--- src/rtl/ula_issue.sv ---
// ula_issue: single-issue sequencer that reads the register bank, drives the ALU
// and hands the result to writeback through a valid/ready handshake.
module ula_issue #(
  parameter int bits = 16
) (
  input  logic            clk,
  input  logic            rst_n,
  input  logic            in_valid,
  output logic            in_ready,
  input  logic [7:0]      in_op,
  input  logic [3:0]      in_ra,
  input  logic [3:0]      in_rb,
  input  logic [3:0]      in_rd,
  input  logic [bits-1:0] in_const,
  output logic [3:0]      rf_ra,
  output logic [3:0]      rf_rb,
  input  logic [bits-1:0] rf_da,
  input  logic [bits-1:0] rf_db,
  output logic [bits-1:0] ula_a,
  output logic [bits-1:0] ula_b,
  output logic [7:0]      ula_op,
  input  logic [bits-1:0] ula_resu,
  input  logic            ula_o,
  input  logic            ula_c,
  input  logic            ula_s,
  input  logic            ula_z,
  output logic            wb_valid,
  input  logic            wb_ready,
  output logic [3:0]      wb_rd,
  output logic [bits-1:0] wb_data,
  output logic            flag_o,
  output logic            flag_c,
  output logic            flag_s,
  output logic            flag_z,
  output logic            err,
  output logic [15:0]     op_count
);

  typedef enum logic [1:0] {
    IDLE,
    READ,
    EXEC,
    WB
  } state_t;

  state_t state, nxt;

  logic [7:0]      op_q;
  logic [3:0]      ra_q;
  logic [3:0]      rb_q;
  logic [3:0]      rd_q;
  logic [bits-1:0] const_q;
  logic [bits-1:0] a_q;
  logic [bits-1:0] b_q;
  logic [7:0]      uop_q;
  logic [bits-1:0] res_q;
  logic [3:0]      flags_q;
  logic            err_q;
  logic [15:0]     cnt_q;
  logic            bad;
  logic            take;

  assign bad  = (in_op[7:6] == 2'b11);
  assign take = (state == IDLE) && in_valid;

  always_ff @(posedge clk or negedge rst_n) begin
    if (!rst_n) state <= IDLE;
    else        state <= nxt;
  end

  always_comb begin
    nxt = state;
    unique case (state)
      IDLE: if (in_valid && !bad) nxt = READ;
      READ: nxt = EXEC;
      EXEC: nxt = WB;
      WB:   if (wb_ready) nxt = IDLE;
      default: nxt = IDLE;
    endcase
  end

  always_ff @(posedge clk or negedge rst_n) begin
    if (!rst_n) begin
      op_q    <= '0;
      ra_q    <= '0;
      rb_q    <= '0;
      rd_q    <= '0;
      const_q <= '0;
      a_q     <= '0;
      b_q     <= '0;
      uop_q   <= '0;
      res_q   <= '0;
      flags_q <= '0;
      err_q   <= 1'b0;
      cnt_q   <= '0;
    end else begin
      // illegal formats are consumed here and never reach READ
      err_q <= take && bad;
      if (take && !bad) begin
        op_q    <= in_op;
        ra_q    <= in_ra;
        rb_q    <= in_rb;
        rd_q    <= in_rd;
        const_q <= in_const;
      end
      if (state == READ) begin
        a_q   <= rf_da;
        b_q   <= (op_q[7:6] == 2'b10) ? rf_db : const_q;
        uop_q <= op_q;
      end
      if (state == EXEC) begin
        res_q <= ula_resu;
        if (op_q[7:6] == 2'b10)
          flags_q <= {ula_o, ula_c, ula_s, ula_z};
      end
      if (state == WB && wb_ready)
        cnt_q <= cnt_q + 16'd1;
    end
  end

  assign in_ready = (state == IDLE);
  assign wb_valid = (state == WB);
  assign rf_ra    = ra_q;
  assign rf_rb    = rb_q;
  assign ula_a    = a_q;
  assign ula_b    = b_q;
  assign ula_op   = uop_q;
  assign wb_rd    = rd_q;
  assign wb_data  = res_q;
  assign flag_o   = flags_q[3];
  assign flag_c   = flags_q[2];
  assign flag_s   = flags_q[1];
  assign flag_z   = flags_q[0];
  assign err      = err_q;
  assign op_count = cnt_q;

endmodule

--- config.mk ---
export PLATFORM = sky130hd
export DESIGN_NAME = ula_issue
export DESIGN_NICKNAME = d
export VERILOG_FILES = /design/src/rtl/ula_issue.sv
export SDC_FILE = /design/constraint.sdc
export NUM_CORES = 1
export LEC_CHECK = 0
export CAP_MARGIN = 40
export CORE_MARGIN = 1
export CORE_UTILIZATION = 45
export DETAILED_ROUTE_END_ITERATION = 8
export GPL_TIMING_DRIVEN = 1
export HOLD_SLACK_MARGIN = 0.08
export PLACE_DENSITY = 0.83
export SLEW_MARGIN = 5
export SYNTH_ARGS = -nofsm -noshare
export SYNTH_HDL_FRONTEND = slang
export SYNTH_SLANG_ARGS = --single-unit
--- constraint.sdc ---
create_clock -name clk -period 2.6 [get_ports clk]
set_clock_uncertainty 0.1 [all_clocks]
set_input_delay 0.52 -clock clk [delete_from_list [all_inputs] [get_ports clk]]
set_output_delay 0.52 -clock clk [all_outputs]
set_load 0.02 [all_outputs]
==> out/metrics.yaml <==
diodes: 0
finalHoldViolCount: 0
die_h_um: 103
power.net_switching_mw: 3.19
power.density_mw_per_mm2: 1310
rows: 36
ff2ff_setup_slack_ns: 0.79
synth_compound_area_share_pct: 2.07
required_ns: 1.98
die_w_um: 103
synth_cells: 318
tns_ns: 0
p_seq_share_pct: 32.9
p_int_mw: 6.24
gp_congestion: 0.780
ys_types: 26
start_kind: "register"
synth_fa_ha_area_share_pct: 1.36
drc: 0
holdCritPathClass: "reg2reg"
cts_sinks: 115
synth_nets: 415
ant_nets: 0
clkLatencyLatePin_ns: 0.50
combPwrFrac_pct: 43.4
finalCritPeriodShare_pct: 96.3
cap_viol_max_count: 0
yosysSeqAreaShare_pct: 62.8
max_freq_ghz: 0.399
worst_hold_slack_ns: 0.399
core-area_mm2: 0.00982
clockPowerShare_pct: 23.7
synth-xor-area-share_pct: 2.86
yosysWarnings: 0
cts_tree: "done"
clk_pin_slew_ns: 0.06
p_leak_nw: 3.04
pre_cts_ws_ns: 0.500
status: "complete, no violations"
gr-total-overflow: 0
final_util_pct: 73.3
r2r_end: "wb_data[13]"
setup_slack_ns: 0.0954
avgSynthCellArea_um2: 14.4
synth_top_family_by_area: "multiplexers"
track_usage_pct: 21.9
synth_top_area_share_pct: 62.8
hold_end: "op_count[15]"
worst-path-buf-inv: 1
cp-startpoint: "state[0]"
cp.arrival_ns: 1.88
routed_wl_um: 11400
die_area_mm2: 0.0106
relSlewSlack_pct: 61.1
peakVddDrop_uv: 690
nets: 612
layout_commonest_cell: "clkdlybuf4s50_1"
synth_area_mm2: 0.00459
antenna_found_initial: 0
rsz0062_at_grt: "no"
cts_root_buf: "clkbuf_8"
drtPass1Iterations: 4
r2r_cells: 4
ios: 183
start_util_pct: 46.7
portBuffers: 182
finalCriticalPeriod_ns: 2.50
synth_top_cells_by_area: "dfrtp_1 63%, mux2_2 20%, mux2i_1 3.5%"
via_per_inst: 4.97
clockBufferDepth: 2
r2r_start: "state[0]"
slew_viol_final: 0
synth_seq_cells: 115
hp-start: "op_count[15]"
slowest_delay_ns: 0.65
whs_path_depth: 1
worst_slew_pin_slew_ns: 0.583
placed_cell_area_mm2: 0.00660
switching_share_pct: 33.8
wire_per_inst_um: 17.2
cpMaxStageDelayCell: "clkdlybuf4s50_1"
dp_hpwl_um: 8140
mostFrequentLayoutCells: "180 x clkdlybuf4s50_1, 115 x dfrtp_1, 80 x mux2_2"
drt_first_iter_violations: 36
grt_pass1_wl_um: 17100
yosysTopAreaCell: "dfrtp_1"
area_growth_pct: 56.9
via_count: 3285
grt_max_degree: 57
critPathKind: "reg2out"
cts_made_buffers: 17
cp_max_fo: 4
final-setup-viol-count: 0
synthMuxAreaShare_pct: 23.1
path_cells: "ha_1 > clkdlybuf4s50_1"
yosys.area_share.simple_pct: 6.08
drive_above_1_share_pct: 24.4
cp-end-kind: "output pin"
htree_levels: 4
design_area_mm2: 0.00720
cp_top_family: "buffers and inverters"
grt_pass1_vias: 3466
routing by layer:
layer | part of all wire (%) | vias to the layer above | track usage (%)
met2 | 53 | 121 | 37.7
met4 | 2.5 | 0 | 10.9
met1 | 39 | 1635 | 24.8
met5 | 0 | - | 0
li1 | - | 1508 | -
met3 | 5.5 | 21 | 6.58
stage by stage:
stage | total power, mW | std cells
floorplan | 5.34 | 318
global placement | 7.05 | 628
detailed placement | 7.23 | 628
CTS | 9.53 | 661
global route | 9.94 | 661
finish | 9.44 | 661
synthesized netlist by cell type, drive strengths merged:
cell / instances
dfrtp: 115
mux2: 80
nor2: 26
a21oi: 17
mux2i: 16
xnor2: 13
buf: 12
nand3: 11
nand2: 8
ha: 5
nand4: 3
and3: 2
inv: 2
nor2b: 2
xor2: 2
and4: 1
clkbuf: 1
nor4: 1
o32a: 1
cells by family after synthesis:
kind of cell    after synthesis
fa+ha+maj                     5
xor+xnor                     15
compound gates               18
buf+inv                      15
flops                       115
mux                          96
simple gates                 54
power by group through the flow:
stage	clock network [mW]	registers, mW	logic [mW]
2_1_floorplan	0	3.79	1.55
3_3_place_gp	0	3.06	3.99
3_5_place_dp	0	3.11	4.12
4_1_cts	2.29	3.11	4.13
5_1_grt	2.36	3.21	4.36
6_report	2.24	3.10	4.09
timing repair:
action / 4_1_cts / 5_1_grt
endpoints found under the setup margin: 1 / 0
gates resized for setup: 1 / 0
hold endpoints to repair: 41 / 0
buffers inserted: 0 / 0
hold buffers: 1 / 0
worst max path at each step:
stage	end	slack, ns	cells past startpoint
floorplan	const_q[0]	0.90	5
global placement	rf_ra[0]	0.56	5
detailed placement	op_count[12]	0.50	5
CTS	wb_valid	0.07	2
global route	wb_valid	0.04	2
finish	wb_valid	0.1	2
worst reg2reg max path: cells and delay by family (launching register included):
| family | cells | cell delay, ns |
|---|---|---|
| flip-flops | 1 | 0.42 |
| buffers and inverters | 2 | 0.38 |
| multiplexers | 1 | 0.35 |
| adder cells (fa/ha/maj) | 1 | 0.44 |
state kept, by name, indices dropped and copies added, names as in the netlist, 2 cells and up:
name      cells
const_q      16
op_count     16
ula_a        16
ula_b        16
wb_data      16
op_q          8
ula_op        8
flags_q       4
rf_ra         4
rf_rb         4
wb_rd         4
state         2
cell type report:
class	count	area (µm²)
fill	692	2620
tap	133	166
clock buffer	20	455
sequential	115	2880
timing repair buffer	191	1930
clock inverter	12	130
inverter	2	7.51
multi-input combinational	188	1630
Power figures use the tool's default switching activity.
